[src/rtl/conv_enc_pkg.sv]
// Shared types and defaults for the rate-1/2 framed convolutional encoder.
package conv_enc_pkg;

    typedef enum logic [1:0] {
        IDLE,
        DATA,
        TAIL
    } enc_state_t;

    localparam int         DEF_K         = 3;
    localparam logic [2:0] DEF_G0        = 3'b111;
    localparam logic [2:0] DEF_G1        = 3'b101;
    localparam int         DEF_FRAME_LEN = 16;

    // Widest tap vector parity() accepts; narrower generators are zero-extended by the caller.
    localparam int PAR_W = 8;

    function automatic logic parity(input logic [PAR_W-1:0] g, input logic [PAR_W-1:0] v);
        return ^(g & v);
    endfunction

endpackage

[src/rtl/conv_enc_core.sv]
// Encoder shift register and generator logic; produces the code symbol for the next load.
module conv_enc_core
    import conv_enc_pkg::*;
#(
    parameter int           K  = DEF_K,
    parameter logic [K-1:0] G0 = DEF_G0,
    parameter logic [K-1:0] G1 = DEF_G1
) (
    input  logic       clk,
    input  logic       rst,
    input  logic       shift,
    input  logic       in_bit,
    output logic [1:0] sym
);

    logic [K-2:0] sr_reg;
    logic [K-2:0] sr_next;
    logic [K-1:0] tap;

    // sr_reg[K-2] is the newest bit, sr_reg[0] the oldest.
    assign tap = {in_bit, sr_reg};
    assign sym = {parity(PAR_W'(G0), PAR_W'(tap)), parity(PAR_W'(G1), PAR_W'(tap))};

    generate
        if (K == 2) begin : g_sr_one
            assign sr_next = in_bit;
        end else begin : g_sr_many
            assign sr_next = {in_bit, sr_reg[K-2:1]};
        end
    endgenerate

    always_ff @(posedge clk) begin
        if (rst) begin
            sr_reg <= '0;
        end else if (shift) begin
            sr_reg <= sr_next;
        end
    end

endmodule

[src/rtl/conv_encoder_tx.sv]
// Framed rate-1/2 convolutional encoder with K-1 zero tail symbols and registered valid/ready output.
// Define ERR_INJECT_EN to invert out_sym[0] on symbols loaded while the 4-bit symbol counter is 8 or 9.
module conv_encoder_tx
    import conv_enc_pkg::*;
#(
    parameter int           K         = DEF_K,
    parameter logic [K-1:0] G0        = DEF_G0,
    parameter logic [K-1:0] G1        = DEF_G1,
    parameter int           FRAME_LEN = DEF_FRAME_LEN
) (
    input  logic       clk,
    input  logic       rst,
    input  logic       in_valid,
    output logic       in_ready,
    input  logic       in_bit,
    output logic       out_valid,
    input  logic       out_ready,
    output logic [1:0] out_sym,
    output logic       out_tail,
    output logic       out_last,
    output logic       busy,
    output logic       inj_flag
);

    localparam int              CW       = $clog2(FRAME_LEN + 1);
    localparam int              TW       = (K > 2) ? $clog2(K - 1) : 1;
    localparam logic [CW-1:0]   LAST_BIT = CW'(FRAME_LEN);
    localparam logic [TW-1:0]   LAST_TAIL = TW'(K - 2);

    enc_state_t     state_reg;
    logic [CW-1:0]  bit_cnt_reg;
    logic [TW-1:0]  tail_cnt_reg;

    logic           out_valid_reg;
    logic [1:0]     out_sym_reg;
    logic           out_tail_reg;
    logic           out_last_reg;
    logic           inj_flag_reg;

    logic           ld;
    logic           accept;
    logic           tail_load;
    logic           load;
    logic           enc_in;
    logic           tail_final;
    logic           inj_next;
    logic [1:0]     sym_next;

    // The output register may take a new symbol when empty or draining this cycle.
    assign ld         = !out_valid_reg || out_ready;
    assign in_ready   = ld && ((state_reg == IDLE) || (state_reg == DATA));
    assign accept     = in_valid && in_ready;
    assign tail_load  = ld && (state_reg == TAIL);
    assign load       = accept || tail_load;
    assign enc_in     = accept && in_bit;
    assign tail_final = (tail_cnt_reg == LAST_TAIL);

    conv_enc_core #(
        .K  (K),
        .G0 (G0),
        .G1 (G1)
    ) u_core (
        .clk    (clk),
        .rst    (rst),
        .shift  (load),
        .in_bit (enc_in),
        .sym    (sym_next)
    );

`ifdef ERR_INJECT_EN
    logic [3:0] sym_cnt_reg;

    always_ff @(posedge clk) begin
        if (rst) begin
            sym_cnt_reg <= 4'd0;
        end else if (load) begin
            sym_cnt_reg <= sym_cnt_reg + 4'd1;
        end
    end

    assign inj_next = (sym_cnt_reg == 4'd8) || (sym_cnt_reg == 4'd9);
`else
    assign inj_next = 1'b0;
`endif

    always_ff @(posedge clk) begin
        if (rst) begin
            out_valid_reg <= 1'b0;
            out_sym_reg   <= 2'b00;
            out_tail_reg  <= 1'b0;
            out_last_reg  <= 1'b0;
            inj_flag_reg  <= 1'b0;
        end else if (ld) begin
            out_valid_reg <= load;
            out_sym_reg   <= load ? (sym_next ^ {1'b0, inj_next}) : 2'b00;
            out_tail_reg  <= tail_load;
            out_last_reg  <= tail_load && tail_final;
            inj_flag_reg  <= load && inj_next;
        end
    end

    always_ff @(posedge clk) begin
        if (rst) begin
            state_reg    <= IDLE;
            bit_cnt_reg  <= '0;
            tail_cnt_reg <= '0;
        end else begin
            case (state_reg)
                IDLE: begin
                    if (accept) begin
                        bit_cnt_reg <= CW'(1);
                        state_reg   <= (FRAME_LEN == 1) ? TAIL : DATA;
                    end
                end
                DATA: begin
                    if (accept) begin
                        bit_cnt_reg <= bit_cnt_reg + CW'(1);
                        if ((bit_cnt_reg + CW'(1)) == LAST_BIT) begin
                            state_reg <= TAIL;
                        end
                    end
                end
                TAIL: begin
                    if (tail_load) begin
                        if (tail_final) begin
                            state_reg    <= IDLE;
                            bit_cnt_reg  <= '0;
                            tail_cnt_reg <= '0;
                        end else begin
                            tail_cnt_reg <= tail_cnt_reg + TW'(1);
                        end
                    end
                end
                default: state_reg <= IDLE;
            endcase
        end
    end

    assign out_valid = out_valid_reg;
    assign out_sym   = out_sym_reg;
    assign out_tail  = out_tail_reg;
    assign out_last  = out_last_reg;
    assign inj_flag  = inj_flag_reg;
    assign busy      = (state_reg != IDLE);

endmodule

[config.mk]
export PLATFORM = sky130hd
export DESIGN_NAME = conv_encoder_tx
export DESIGN_NICKNAME = d
export VERILOG_FILES = /design/src/rtl/conv_enc_pkg.sv /design/src/rtl/conv_enc_core.sv /design/src/rtl/conv_encoder_tx.sv
export SDC_FILE = /design/constraint.sdc
export NUM_CORES = 1
export LEC_CHECK = 0
export CAP_MARGIN = 20
export CORE_MARGIN = 3
export CORE_UTILIZATION = 55
export DETAILED_ROUTE_END_ITERATION = 10
export HOLD_SLACK_MARGIN = 0.08
export PLACE_DENSITY = 0.87
export SLEW_MARGIN = 20
export SYNTH_ARGS = -nofsm -noshare
export SYNTH_HDL_FRONTEND = slang
export SYNTH_SLANG_ARGS = --single-unit
[constraint.sdc]
create_clock -name clk -period 5.5 [get_ports clk]
set_input_delay 0.825 -clock clk [delete_from_list [all_inputs] [get_ports clk]]
set_output_delay 0.825 -clock clk [all_outputs]
set_load 0.02 [all_outputs]
==> impl_results.md, run 1 <==
- Status: completed
- Setup TNS Final: 0 ns
- Remaining DRCs: 0
- First-pass GRT wire length: 3.36 mm
- Initial DRC count: 33
- # placed instances: between 100 and 150
- Die ar.: 2120 sq um
- Ratio of cells with drive above 1 in the final layout: 7.89%
- Row Count: 13
- VDD IR max: 0.267 mV
- Slew headroom: between 50 and 60%
- RSZ-0062 raised after global routing: no
- Required time of the critical path: 4.68 ns
- Post-Syn Area: between 800 and 900 sq um
- Post-route insts no fill: 129
- DRT Wirelength: a little under 2 mm
- Pins Over Slew Limit: 0
- Max Cap Viol: 0
- Core area: 1400 sq um
- Initial Util: 63.1%
- Root Buffer Master: clkbuf_4
- Most common cell after layout, fill and taps aside: dfxtp_1
- Largest net degree at the start of global routing: 19
- TritonCTS clock tree: yes
- Switch share: between 30% and 40%
- Gr ovfl total: 0
- Routability congestion estimate from global placement: 0.761
- Hold_buf cts: 0
- Static leakage: 0.366 nW
- Die width: ~46 um
- Buffer count from post-CTS setup fixing: 0
- Synth-to-Final Area Change: 13.6%
- R2R depth: 7
- Flop pwr share: between 30% and 40%
- HP Class: register to register
- Achievable Freq: 0.333 GHz
- Vias in the first global route: 768
- Ys async rst share: 0%
- Pwr Density: 330 nW/um^2
- Clock Latency Late Sink: 0.30 ns
- Synth cell types: 37
- Pwr Total: 331 uW
- Post-Syn Instances: 104
- Antenna viol nets, final: 0
- Min cycle time layout: 3.00 ns
- GRT Resource Usage Total: a little under a quarter
- Fillers: between 100 and 150
- Crit. End Element: primary output
- Vias: 783
- Initial antenna violation count: 0
- Clk_skew: approximately 0.0076 ns
- Die height: 46.1 um
- Area leader, netlist: dfxtp_1
- Router iterations before antenna repair: 4
- Clock Path Buffers: 2
- Final setup violation count: 0
- Hold path depth: 2
- Yosys reg bits: 15
- Clock power frac: 20.5%
- Main area contributors after synthesis: dfxtp_1 34%, ha_1 8.5%, a21oi_1 5.7%
- WL/cell: 15.0 um
- Dominant synthesized flop cell: dfxtp_1
- IO Count: 13
- Dpl hpwl: 1.43 mm
- Internal power: roughly 200 uW
- Synthesis Warnings: 0
- Psw: 129 uW
- Post-synth EDFFs: 0
- Setup crit start kind: input pin
- Port bufs: 11
- Synthesized Nets: 115
- Final antenna diode count: 0
- Crit-path max FO: 10
- Worst slew pin tran: 0.619 ns
- Via density: 6.07
- CTS buffer count: 3
- Final Hold Fails: 0
- Max reg flops: 5
- Clock-pin slew on the worst setup and hold paths: about 0.1 ns
- Final period util: 54.6%
- Synth Area per Inst: about 8.5 sq um
- Critical path class: input pin to primary output
- Area share of the largest cell type after synthesis: 34.0%
- Fin nets: 126
- WHS: 0.477 ns
- CTS resizes: 0
- Comb power frac: 41.3%
- Post-synthesis sequential area ratio: ~34%
- CTS Sinks: 15
- Crit path arrival time: between 2 and 2.5 ns
- H-tree Lvls: 1
- Most frequent cells in the layout: 15 x dfxtp_1, 11 x clkdlybuf4s50_1, 10 x nor2_1, 10 x a21oi_1, 8 x nand2_1
-- final cells by class --
| type | instances | area, sq um | share of cell area [%] |
|---|---|---|---|
| multi-input cells | 79 | 528 | 52.6 |
| well taps | 15 | 18.8 | 1.87 |
| flip-flops and latches | 15 | 300 | 29.9 |
| clock inverters | 1 | 5.00 | 0.499 |
| repair buffers | 11 | 110 | 11.0 |
| clock buffers | 3 | 22.5 | 2.24 |
| inverters | 5 | 18.8 | 1.87 |
-- synthesized netlist by cell type (2+ instances only) --
library cell  instances
or4_1                 2
a21oi_1              10
ha_1                  6
dfxtp_1              15
o211ai_1              2
nor2_1               10
mux2i_1               2
inv_1                 5
nand2b_1              6
xnor2_1               2
nand3_1               5
nor2b_1               3
buf_4                 2
nand2_1               8
o21ai_0               4
-- final timing paths --
check | start | endpoint | slack, ns
hold reg to reg | out_tail$_SDFFE_PP0P_ | out_tail$_SDFFE_PP0P_ | 0.48
setup / recovery | out_ready | in_ready | 2.50
hold / removal | out_tail$_SDFFE_PP0P_ | out_tail$_SDFFE_PP0P_ | 0.48
setup reg to reg | state_reg[1]$_SDFFE_PP0P_ | bit_cnt_reg[4]$_SDFFE_PP0P_ | 3.30
-- through the flow --
| stage | area [sq um] | utilization [%] | setup slack, ns |
|---|---|---|---|
| 2_1_floorplan | 883 | - | 3.41 |
| 3_3_place_gp | 976 | 69.8 | 2.53 |
| 3_5_place_dp | 976 | 69.8 | 2.49 |
| 4_1_cts | 1000 | 71.7 | 2.49 |
| 5_1_grt | 1000 | 71.7 | 2.44 |
| 6_report | 1000 | 71.7 | 2.50 |
-- power by group through the flow --
| stage | clock network (mW) | registers [mW] | logic (mW) |
|---|---|---|---|
| 4_1_cts | 0.0678 | 0.127 | 0.137 |
| 5_1_grt | 0.0722 | 0.129 | 0.149 |
| 3_3_place_gp | 0 | 0.129 | 0.130 |
| 6_report | 0.0678 | 0.127 | 0.137 |
| 3_5_place_dp | 0 | 0.129 | 0.136 |
| 2_1_floorplan | 0 | 0.131 | 0.0990 |
-- routing by layer --
layer / GRT usage [%] / wire, um / part of all wire (%) / up-vias
met5: 0 / 0 / 0 / -
met2: 38.7 / 959 / 50 / 28
met4: 10.2 / 68 / 3.5 / 0
met1: 26.5 / 795 / 41 / 364
met3: 5.08 / 108 / 5.6 / 11
li1: - / - / - / 380
-- critical path: stages --
cell and delay (ns):
clkdlybuf4s50_1 0.46, nor2b_4 0.27, nor2_1 0.09, clkdlybuf4s50_1 0.54
-- kinds of logic after synthesis --
| kind of cell | synth area share [%] |
|---|---|
| buf+inv | 6.23 |
| mux | 3.54 |
| other cells | 0.425 |
| simple gates | 28.3 |
| flops | 34.0 |
| compound gates | 17.0 |
| xor+xnor | 1.98 |
| fa+ha+maj | 8.50 |
Power figures use the tool's default switching activity.
==> run 2: changes to the inputs <==
CORE_UTILIZATION = 47   (was 55)
PLACE_DENSITY = 0.79   (was 0.87)
clock period = 2.5 ns   (was 5.5 ns; I/O delays follow)
==> impl_results.md, run 2 (synthesis gave the netlist of run 1 again) <==
- Row Count: 15 (+2)
- Static leakage: 0.368 nW (+0.57%)
- Min cycle time layout: 2.30 ns
- Status: completed
- Post-DP Area: 996 sq um (+2.1%)
- Remaining DRCs: 0 (unchanged)
- Required time of the critical path: 2.12 ns (-2.56 ns)
- Pins Over Slew Limit: 0 (unchanged)
- Crit. End Element: primary output
- Setup TNS Final: 0 ns (unchanged)
- Buffer count from post-CTS setup fixing: 0 (unchanged)
- Largest net degree at the start of global routing: 18 (-1)
- CTS Sinks: 15 (unchanged)
- CTS buffer count: 3 (unchanged)
- Routability congestion estimate from global placement: 0.784 (+3.1%)
- Min-Delay Startpoint: out_last$_SDFFE_PP0P_
- Vias in the first global route: 732 (-4.7%)
- First-pass GRT wire length: 2.99 mm (-11%)
- FF-to-FF Start: state_reg[1]$_SDFFE_PP0P_
- Initial Util: 50.6% (-13 points)
- Synth-to-Final Area Change: 15.7%
- Fin nets: 127 (+0.79%)
- Max Cap Viol: 0 (unchanged)
- WL/cell: 11.6 um (-22%)
- Final setup violation count: 0 (unchanged)
- Vias: 726 (-7.3%)
- Via density: 5.19 (-15%)
- Setup crit end: in_ready
- Core area: 1750 sq um (+25%)
- Buf+Inv Stages, Crit Path: 2 (unchanged)
- CP delay by family, top: buffers and inverters
- Worst Setup SP: state_reg[1]$_SDFFE_PP0P_
- Most frequent cells in the layout: 15 x dfxtp_1, 11 x clkdlybuf4s50_1, 10 x nor2_1, 10 x a21oi_1, 8 x nand2_1
- Die width: 49.4 um (+7.1%)
- Pwr Density: 694 nW/um^2 (+110%)
- H-tree Lvls: 1 (unchanged)
- GRT Resource Usage Total: 16.1% (-6.6 points)
- Final period util: slightly above 90%
- Switch share: 37.0% (-2.0 points)
- Setup crit start kind: register
- Die height: 49.4 um (+7.1%)
- Psw: 263 uW (+100%)
- TritonCTS clock tree: yes
- Final antenna diode count: 0 (unchanged)
- Most common cell after layout, fill and taps aside: dfxtp_1
- Internal power: 447 uW (+120%)
- Setup Slack @ Placement: 0.346 ns (-2.14 ns)
- RSZ-0062 raised after global routing: no
- Dpl hpwl: 1.28 mm (-10%)
- Flop pwr share: 39.2% (+1.0 points)
- IO Count: 13 (unchanged)
- Achievable Freq: 0.436 GHz
- Clock-pin slew on the worst setup and hold paths: 0.09 ns (about the same)
- Final Hold Fails: 0 (unchanged)
- Router iterations before antenna repair: 4 (unchanged)
- Fin area: 1020 sq um (+1.9%)
- Root Buffer Master: clkbuf_4
- Clock power frac: 19.5% (-1.0 points)
- R2R Path End: bit_cnt_reg[4]$_SDFFE_PP0P_
- Min setup slack post-route: 0.204 ns (-2.29 ns)
- R2R depth: 7 (unchanged)
- Comb power frac: 41.3% (about the same)
- Hold_buf cts: 0 (unchanged)
- DRT Wirelength: 1.63 mm (-16%)
- CP dominant cell by count: nor2_1
- Ratio of cells with drive above 1 in the final layout: 7.83% (-0.069 points)
- Clk_skew: 0.00372 ns (-0.00385 ns)
- Reg2reg setup slack: 0.39 ns (-2.91 ns)
- Initial antenna violation count: 0 (unchanged)
- Critical path's largest stage delay: 0.60 ns (+0.06 ns)
- Die ar.: 2440 sq um (+15%)
- CP max-delay cell: clkdlybuf4s50_1
- Clock Latency Late Sink: 0.28 ns (-0.02 ns)
- Crit. path cell count: 5 (+1)
- Antenna viol nets, final: 0 (unchanged)
- CTS resizes: 0 (unchanged)
- Crit-path max FO: 10 (unchanged)
- Critical path class: register to primary output
- Port bufs: 11 (unchanged)
- HP Class: register to register
- Gr ovfl total: 0 (unchanged)
- VDD IR max: 0.442 mV (+66%)
- Max reg flops: 5 (unchanged)
- Crit path arrival time: 1.92 ns (-0.26 ns)
- Clock Path Buffers: 2 (unchanged)
- CP cell instances: inv_1 > ha_1 > nor2_1 > nor2_1 > clkdlybuf4s50_1
- Pwr Total: 710 uW (+110%)
- Initial DRC count: 7 (-79%)
-- run 2: cell count changes in the layout (fill, tap and decap cells not counted), sizes merged --
cell	previous run	this run
buf	0	1
clkbuf	3	4
clkinv	1	0
-- run 2: worst min path at each step --
stage                                 to  slack (ns)  depth (start not counted)
2_1_floorplan  state_reg[0]$_SDFFE_PP0P_        0.47                          2
3_3_place_gp       out_tail$_SDFFE_PP0P_        0.45                          2
3_5_place_dp       out_last$_SDFFE_PP0P_        0.45                          2
4_1_cts            out_last$_SDFFE_PP0P_        0.46                          2
5_1_grt            out_tail$_SDFFE_PP0P_        0.50                          2
6_report           out_last$_SDFFE_PP0P_        0.46                          2
-- run 2: worst reg2reg max path, delay by kind of cell (launching register included) --
| family | cells | cell delay, ns |
|---|---|---|
| buffers and inverters | 1 | 0.12 |
| flip-flops | 1 | 0.32 |
| AND/OR/NAND/NOR | 4 | 1.09 |
| AO/OA/AOI/OAI | 1 | 0.14 |
| adder cells (fa/ha/maj) | 1 | 0.39 |
-- run 2: area by class of cell --
| cell class | count | area [sq um] |
|---|---|---|
| clock buffers | 4 | 26.3 |
| fillers | 170 | 723 |
| inverters | 5 | 18.8 |
| multi-input cells | 79 | 528 |
| flip-flops and latches | 15 | 300 |
| well taps | 25 | 31.3 |
| repair buffers | 12 | 118 |
-- run 2: through the flow --
stage / util [%] / std cells / hold slack (ns)
floorplan: - / 104 / 0.469
global placement: 57.1 / 136 / 0.446
detailed placement: 57.1 / 136 / 0.453
CTS: 58.6 / 140 / 0.464
global route: 58.6 / 140 / 0.501
finish: 58.6 / 140 / 0.461
-- run 2: power by group through the flow --
stage / combinational (mW) / sequential, mW / clock, mW
2_1_floorplan: 0.218 / 0.287 / 0
3_3_place_gp: 0.288 / 0.283 / 0
3_5_place_dp: 0.293 / 0.283 / 0
4_1_cts: 0.296 / 0.278 / 0.147
5_1_grt: 0.330 / 0.281 / 0.158
6_report: 0.293 / 0.278 / 0.139
-- run 2: layer usage --
layer / GRT usage, % / up-vias / part of all wire, %
li1: - / 387 / -
met1: 16.8 / 327 / 45
met2: 28.6 / 8 / 51
met3: 3.67 / 4 / 2.4
met4: 10.4 / 0 / 2.1
met5: 0 / - / 0
